===== config.mk =====
export PLATFORM = sky130hd
export DESIGN_NAME = gravity_job_scheduler
export DESIGN_NICKNAME = d
export VERILOG_FILES = /design/src/rtl/gravity_job_scheduler.sv
export SDC_FILE = /design/constraint.sdc
export NUM_CORES = 1
export LEC_CHECK = 0
export CAP_MARGIN = 20
export CORE_AREA = 2 2 66 68
export CTS_CLUSTER_SIZE = 25
export DETAILED_ROUTE_END_ITERATION = 10
export DIE_AREA = 0 0 68 70
export PLACE_DENSITY_LB_ADDON = 0.2
export SLEW_MARGIN = 20
export SYNTH_ARGS = -nofsm -noshare
export SYNTH_HDL_FRONTEND = slang
export SYNTH_SLANG_ARGS = --single-unit

===== constraint.sdc =====
create_clock -name clk -period 1.7 [get_ports clk]
set_input_delay 0.34 -clock clk [delete_from_list [all_inputs] [get_ports clk]]
set_output_delay 0.34 -clock clk [all_outputs]
set_load 0.02 [all_outputs]

===== src/rtl/gravity_job_scheduler.sv =====
// gravity_job_scheduler: round-robin arbiter sharing one gravity engine with a watchdog on each job
module gravity_job_scheduler #(
  parameter int NUM_REQ = 4,
  parameter int SEL_W = $clog2(NUM_REQ),
  parameter int TIMEOUT = 64
) (
  input  logic               clk,
  input  logic               rst,
  input  logic [NUM_REQ-1:0] req,
  output logic [NUM_REQ-1:0] grant,
  output logic [SEL_W-1:0]   sel,
  output logic               eng_start,
  input  logic               eng_done,
  input  logic               eng_in_orbit,
  output logic [NUM_REQ-1:0] resp_valid,
  output logic               resp_in_orbit,
  output logic               timeout_err,
  output logic               busy,
  output logic [15:0]        served_cnt
);
  localparam int KW = SEL_W + 1;
  typedef enum logic [1:0] {IDLE, START, WAIT, RESP} state_t;
  state_t state, nxt;
  logic [SEL_W-1:0] ptr, ptr_d, win, sel_d;
  logic [KW-1:0] k;
  logic [7:0] wcnt, wcnt_d;
  logic [NUM_REQ-1:0] grant_d, resp_valid_d;
  logic [15:0] served_d;
  logic start_d, orbit_d, tmo_d, busy_d, last;
  always_ff @(posedge clk) begin
    if (rst) begin
      state <= IDLE;
      ptr <= '0;
      wcnt <= '0;
      grant <= '0;
      sel <= '0;
      eng_start <= 1'b0;
      resp_valid <= '0;
      resp_in_orbit <= 1'b0;
      timeout_err <= 1'b0;
      busy <= 1'b0;
      served_cnt <= '0;
    end else begin
      state <= nxt;
      ptr <= ptr_d;
      wcnt <= wcnt_d;
      grant <= grant_d;
      sel <= sel_d;
      eng_start <= start_d;
      resp_valid <= resp_valid_d;
      resp_in_orbit <= orbit_d;
      timeout_err <= tmo_d;
      busy <= busy_d;
      served_cnt <= served_d;
    end
  end
  always_comb begin
    last = wcnt == 8'(TIMEOUT - 1);
    nxt = state == IDLE ? (|req ? START : IDLE) :
          state == START ? WAIT :
          state == WAIT ? ((eng_done || last) ? RESP : WAIT) : IDLE;
  end
  always_comb begin
    win = '0;
    k = '0;
    for (int i = NUM_REQ - 1; i >= 0; i--) begin
      k = {1'b0, ptr} + KW'(i);
      k = k >= KW'(NUM_REQ) ? k - KW'(NUM_REQ) : k;
      win = req[k[SEL_W-1:0]] ? k[SEL_W-1:0] : win;
    end
    grant_d = nxt == IDLE ? '0 : state == IDLE ? NUM_REQ'(1) << win : grant;
    sel_d = nxt == IDLE ? '0 : state == IDLE ? win : sel;
    start_d = nxt == START;
    wcnt_d = state == WAIT ? wcnt + 8'd1 : '0;
    resp_valid_d = (state == WAIT && nxt == RESP) ? grant : '0;
    orbit_d = state == WAIT && eng_done && eng_in_orbit;
    tmo_d = state == WAIT && !eng_done && last;
    busy_d = nxt != IDLE;
    served_d = served_cnt + 16'(state == WAIT && eng_done);
    ptr_d = state == RESP ? (sel == SEL_W'(NUM_REQ - 1) ? '0 : sel + 1'b1) : ptr;
  end
endmodule

## Yosys cells after proc, flatten, opt, wreduce, memory -nomap -nowiden

Index checks and enable logic that the tools add are counted.

| storage, ports and cells | value |
|---|---|
| bits of input ports | 8 |
| word-level logic and storage cells | 75 |
| bits in registers | 42 |

| operators by class | value |
|---|---|
| bitwise logic cells | 2 |
| shift operators | 1 |
| add/subtract/negate cells | 10 |
| reduce and logical (&&, ||, !) cells | 14 |
| multiplexer cells | 22 |
| equal/unequal tests | 7 |
| order comparisons | 8 |

Operators with widths:

| operator | count |
|---|---|
| 2-bit 2-to-1 mux | 12 |
| 16-bit by 1-bit adder with 16-bit output | 1 |
| 2-bit by 3-bit < comparator with 1-bit output (second input constant) | 4 |
| 3-bit greater-or-equal comparator (second input constant) | 3 |
| 8-bit by 1-bit adder with 8-bit output (second input constant) | 1 |
| 1-bit binary-select mux with 2-bit select | 4 |
| 2-bit == test (second input constant) | 4 |
| 8-bit by 6-bit == test with 1-bit output (second input constant) | 1 |
| 2-bit by 1-bit subtractor with 2-bit output (second input constant) | 4 |
| 2-bit by 2-bit adder with 3-bit output (second input constant) | 2 |
| 1-bit 2-to-1 mux | 6 |
| 2-bit OR reduction | 3 |
| 1-bit logical AND | 5 |
| 2-bit by 1-bit == test with 1-bit output (second input constant) | 2 |
| 2-bit zero test | 2 |
| 4-bit OR reduction | 1 |
| 1-bit by 2-bit << shifter with 4-bit output (first input constant) | 1 |
| 2-bit by 1-bit adder with 3-bit output (second input constant) | 1 |
| 2-bit by 3-bit greater-or-equal comparator with 1-bit output (second input constant) | 1 |
| 2-bit by 1-bit adder with 2-bit output (second input constant) | 1 |
| 1-bit NOT | 2 |
| 2-bit nonzero test | 1 |
| 1-bit zero test | 1 |
| 1-bit logical OR | 1 |

## Logic depth before layout (Yosys ltp)

Gate-level depths: netlist (run 1).

| depth | value |
|---|---|
| depth in word-level cells | 10 |
| mapped depth | 10 |
| depth with buffers taken out | 10 |

## Worst setup path after synthesis (run 1)

Ideal clock, no wire load.

| path | value |
|---|---|
| kind | register to register |
| start | register state[0] |
| end | register served_cnt[12] |
| data arrival time | 1.694 ns |
| data required time | 1.572 ns |
| stages on the path, launching flop included | 11 |
| slack | -0.122 ns |
| setup time | 0.128 ns |
| cells stage by stage | dfxtp_1 > inv_1 > ha_1 > and2_1 > ha_1 > ha_1 > nand3_1 > nor3_1 > nand2_1 > xor2_1 > nor2_1 |

| on the way | value |
|---|---|
| word-level cells in the longest chain between the ends | 3 |

RTL lines:

| item | RTL line | source |
|---|---|---|
| start: declaration | 23 | `state_t state, nxt;` |
| start signal: assignment | 44 | `state <= nxt;` |
| 2-bit == test | 79 | `served_d = served_cnt + 16'(state == WAIT && eng_done);` |
| 1-bit logical AND | 79 |  |
| 16-bit by 1-bit adder with 16-bit output | 79 |  |
| end signal: assignment | 54 | `served_cnt <= served_d;` |
| end: declaration | 19 | `output logic [15:0] served_cnt` |

No other way between the ends.
A chain may end at the register's enable or synchronous reset.

## Worst setup path in the final report (run 1)

| path | value |
|---|---|
| start | register state[0] |
| end | register served_cnt[9] |

The elaborated chain is that of the path after synthesis.

==> results of run 1 <==
layer usage:
| layer | routed length (um) | track usage | up-vias |
|---|---|---|---|
| met2 | 1500 | 0.224 | 23 |
| met1 | 1610 | 0.189 | 643 |
| met4 | 36 | 0.0600 | 0 |
| met3 | 126 | 0.0483 | 4 |
| met5 | 0 | 0 | - |
| li1 | - | - | 736 |
state kept, by name, summed over array words and instances (netlist names):
| register | count |
|---|---|
| eng_start | 1 |
| ptr | 2 |
| served_cnt | 16 |
| grant | 4 |
| wcnt | 8 |
| resp_valid | 4 |
| state | 2 |
| resp_in_orbit | 1 |
| sel | 2 |
| timeout_err | 1 |
| busy | 1 |
power by group through the flow:
| stage | sequential [mW] | combinational [mW] | clock [mW] |
|---|---|---|---|
| 2_1_floorplan | 1.12 | 0.222 | 0 |
| 3_3_place_gp | 1.08 | 0.464 | 0 |
| 3_5_place_dp | 1.08 | 0.464 | 0 |
| 4_1_cts | 1.06 | 0.469 | 0.610 |
| 5_1_grt | 1.07 | 0.512 | 0.647 |
| 6_report | 1.07 | 0.469 | 0.580 |
critical path, delay by kind of cell, from the launching register on:
family | cells | cell delay (ns)
flops | 1 | 0.33
xor+xnor | 1 | 0.14
fa+ha+maj | 2 | 0.27
simple gates | 5 | 0.63
buf+inv | 2 | 0.24
placed cells by master, fill, tap and decap left out, types with 5 or more instances in the layout:
| cell type | netlist | final |
|---|---|---|
| sky130_fd_sc_hd__nor2_1 | 33 | 31 |
| sky130_fd_sc_hd__xnor2_1 | 9 | 8 |
| sky130_fd_sc_hd__nand3_1 | 10 | 9 |
| sky130_fd_sc_hd__nor2b_1 | 6 | 6 |
| sky130_fd_sc_hd__clkdlybuf4s50_1 | 0 | 28 |
| sky130_fd_sc_hd__dfxtp_1 | 42 | 40 |
| sky130_fd_sc_hd__nand2b_1 | 7 | 7 |
| sky130_fd_sc_hd__dlymetal6s2s_1 | 0 | 5 |
| sky130_fd_sc_hd__nand2_1 | 6 | 6 |
| sky130_fd_sc_hd__ha_1 | 8 | 5 |
| sky130_fd_sc_hd__a21oi_1 | 6 | 6 |
| sky130_fd_sc_hd__buf_4 | 0 | 22 |
| sky130_fd_sc_hd__xor2_1 | 10 | 10 |
| sky130_fd_sc_hd__clkbuf_8 | 0 | 5 |
worst min path at each step:
stage	start	end	depth (start not counted)
4_1_cts	grant[2]$_SDFFE_PP0P_	grant[2]$_SDFFE_PP0P_	2
2_1_floorplan	rst	state[1]$_SDFF_PP0_	1
3_5_place_dp	grant[2]$_SDFFE_PP0P_	grant[2]$_SDFFE_PP0P_	2
3_3_place_gp	grant[2]$_SDFFE_PP0P_	grant[2]$_SDFFE_PP0P_	2
6_report	eng_done	timeout_err$_SDFF_PP0_	3
5_1_grt	eng_done	timeout_err$_SDFF_PP0_	3
layout make-up:
cell class,instances,share of cell area
well taps,52,0.0261
flip-flops and latches,42,0.339
repair buffers,59,0.218
multi-input cells,131,0.378
inverters,6,0.00904
clock buffers,7,0.0306
what timing repair did:
| action | 4_1_cts | 5_1_grt |
|---|---|---|
| resized for setup | 6 | 13 |
| endpoints found under the setup margin | 11 | 17 |
| pin swaps | 1 | 5 |
| setup buffers | 1 | 2 |
cells by family (layout without fill, tap and decap cells):
| kind of cell | Yosys count | after routing | synth area share |
|---|---|---|---|
| simple gates | 84 | 84 | 0.254 |
| flops | 42 | 42 | 0.483 |
| xor+xnor | 19 | 19 | 0.0955 |
| compound gates | 16 | 16 | 0.0661 |
| buf+inv | 10 | 72 | 0.0215 |
| fa+ha+maj | 8 | 8 | 0.0575 |
| mux | 4 | 4 | 0.0230 |
==> flow_metrics.tcl, run 1 <==
set metrics [dict create \
    result_of_the_run "complete, but fails checks" \
    violations "setup timing" \
    detail_route.wirelength_mm 3.27 \
    timing.max_cap.violations 0 \
    height_of_the_die_um 70 \
    vias 1406 \
    gr-usage-all-layers 0.147 \
    worstSetupStartpoint "state[0]$_SDFF_PP0_" \
    endpoint_required_time_on_the_critical_path_ns 1.88 \
    clock_tree.root_cell "sky130_fd_sc_hd__clkbuf_8" \
    cts_buffer_depth 2 \
    asyncSetResetFlopFracSynth 0 \
    regArea_sq_um 843 \
    placementRows 24 \
    powerDensity_nw_per_um2 850 \
    yosysSeqAreaShare 0.483 \
    reg_to_reg_critical_path_endpoint "served_cnt[9]$_SDFF_PP0_" \
    cts.hold.buffers_added 0 \
    grt_pass1_vias 1283 \
    gpl.final_weighted_congestion 0.785 \
    grt.overflow.total 0 \
    estimated_wirelength_of_the_detail_placed_design_mm 2.45 \
    synth_top_cells_by_count "sky130_fd_sc_hd__dfxtp_1, sky130_fd_sc_hd__nor2_1, sky130_fd_sc_hd__nand3_1, sky130_fd_sc_hd__xor2_1, sky130_fd_sc_hd__xnor2_1" \
    setup_ws_ns -0.00247 \
    netlist_instances 183 \
    drt-wirelength-per-cell_um 11.0 \
    route.antenna.remaining_nets 0 \
    largest_fanout_on_the_critical_path 3 \
    fp.dieArea_sq_um 4760 \
    critPathCaptureType "flip-flop" \
    initialDrtViolationCount 37 \
    clkSinkCount 42 \
    synth_area_leaders "sky130_fd_sc_hd__dfxtp_1, sky130_fd_sc_hd__nor2_1, sky130_fd_sc_hd__ha_1, sky130_fd_sc_hd__xor2_1, sky130_fd_sc_hd__xnor2_1" \
    finClkSkew_ns 0.00559 \
    preCtsSetupSlack_ns -0.406 \
    yosysMostFrequentCell "sky130_fd_sc_hd__dfxtp_1" \
    share_comb_of_total_power 0.221 \
    ff2ff_setup_slack_ns -0.002 \
    cts_tree "built" \
    final_nets 261 \
    antenna_cells_inserted 0 \
    nets_in_the_synthesized_netlist 199 \
    final.setup.tns_ns -0.00247 \
    hold_viol_final 0 \
    p_leak_nw 1.04 \
    final.period_utilization 1.00 \
    grt_setup_unrepaired "yes" \
    sequentialPowerShare 0.504 \
    min-delay-path-class "in -> reg" \
    r2r.worst_path.cells 10 \
    postLayoutCoreUtil 0.601 \
    pin_count_of_the_biggest_net_entering_global_routing 17 \
    synth-edff-count 0 \
    holdWs_ns 0.401 \
    synth_ff_type "sky130_fd_sc_hd__dfxtp_1" \
    rr_startpoint "state[0]$_SDFF_PP0_" \
    cts-buffers-inserted 5 \
    internal-power_mw 1.56 \
    layout.filler_cells 366 \
    dpl_cell_area_sq_um 2330 \
    grt_pass1_wl_mm 5.32 \
    initial_utilization 0.420 \
    vdd_drop_max_uv 540 \
    critical-path-max-stage-delay_ns 0.33 \
    critical-path-slowest-cell "sky130_fd_sc_hd__dfxtp_2" \
    maxSlewViolCount 0 \
    post_layout_power_mw 2.12 \
    timing.critical_path.from_type "flip-flop" \
    insertion_delay_ns 0.29 \
    timing.final.setup_violations 1 \
    crit_arrival_ns 1.88 \
    yosysWarningCount 0 \
    multiInputGateArea_sq_um 941 \
    share_clk_of_total_power 0.274 \
    total_switching_power_mw 0.560 \
    path_class "reg -> reg" \
    yosys.area.top_type_share 0.483 \
    number_of_cells_in_the_finished_layout_apart_from_fillers 297 \
    detailed_router_iteration_count_before_antenna_repair 4 \
    synth_area_sq_um 1740 \
    area_growth_syn_to_layout_pct 43.0 \
    timing.critical_path.cells "inv_2 -> ha_4 -> and2_4 -> ha_4 -> nand4_1 -> buf_4 -> nor2_1 -> nand3_1 -> xor2_1 -> nor2_1" \
    port-buffer-count 37 \
    clk_pin_slew_worst_paths_ns 0.07 \
    core_area_sq_um 4140 \
    route.detailed.vias_per_inst 4.73 \
    cell_total_after_placement 287 \
    final_design_area_no_fill_sq_um 2490 \
    final_layout_size_suffix_gt1_frac 0.192 \
    power_switching_share 0.264 \
    synthesized_area_per_cell_sq_um 9.52 \
    ys_types 32 \
    detail_route.drc_violations 0 \
    die_w_um 68 \
    last_element_of_the_critical_path "served_cnt[9]$_SDFF_PP0_" \
    ios 38 \
    synthDominantAreaCellType "sky130_fd_sc_hd__dfxtp_1" \
    maximum_achievable_frequency_mhz 587 \
    period_minus_slack_ns 1.70 \
    htreeDepth 2 \
    worstMarginPinSlew_ns 0.294 \
    antenna_violations_before_repair 0 \
    slew_headroom 0.804 \
    synth_seq_cells 42 \
]
No activity file was read; power rests on OpenSTA's default activity.
==> inputs of run 2 (changes only) <==
CAP_MARGIN = unset   (was 20)
==> results of run 2 <==
The final DEF is identical to that of run 1; final timing and power are the same.
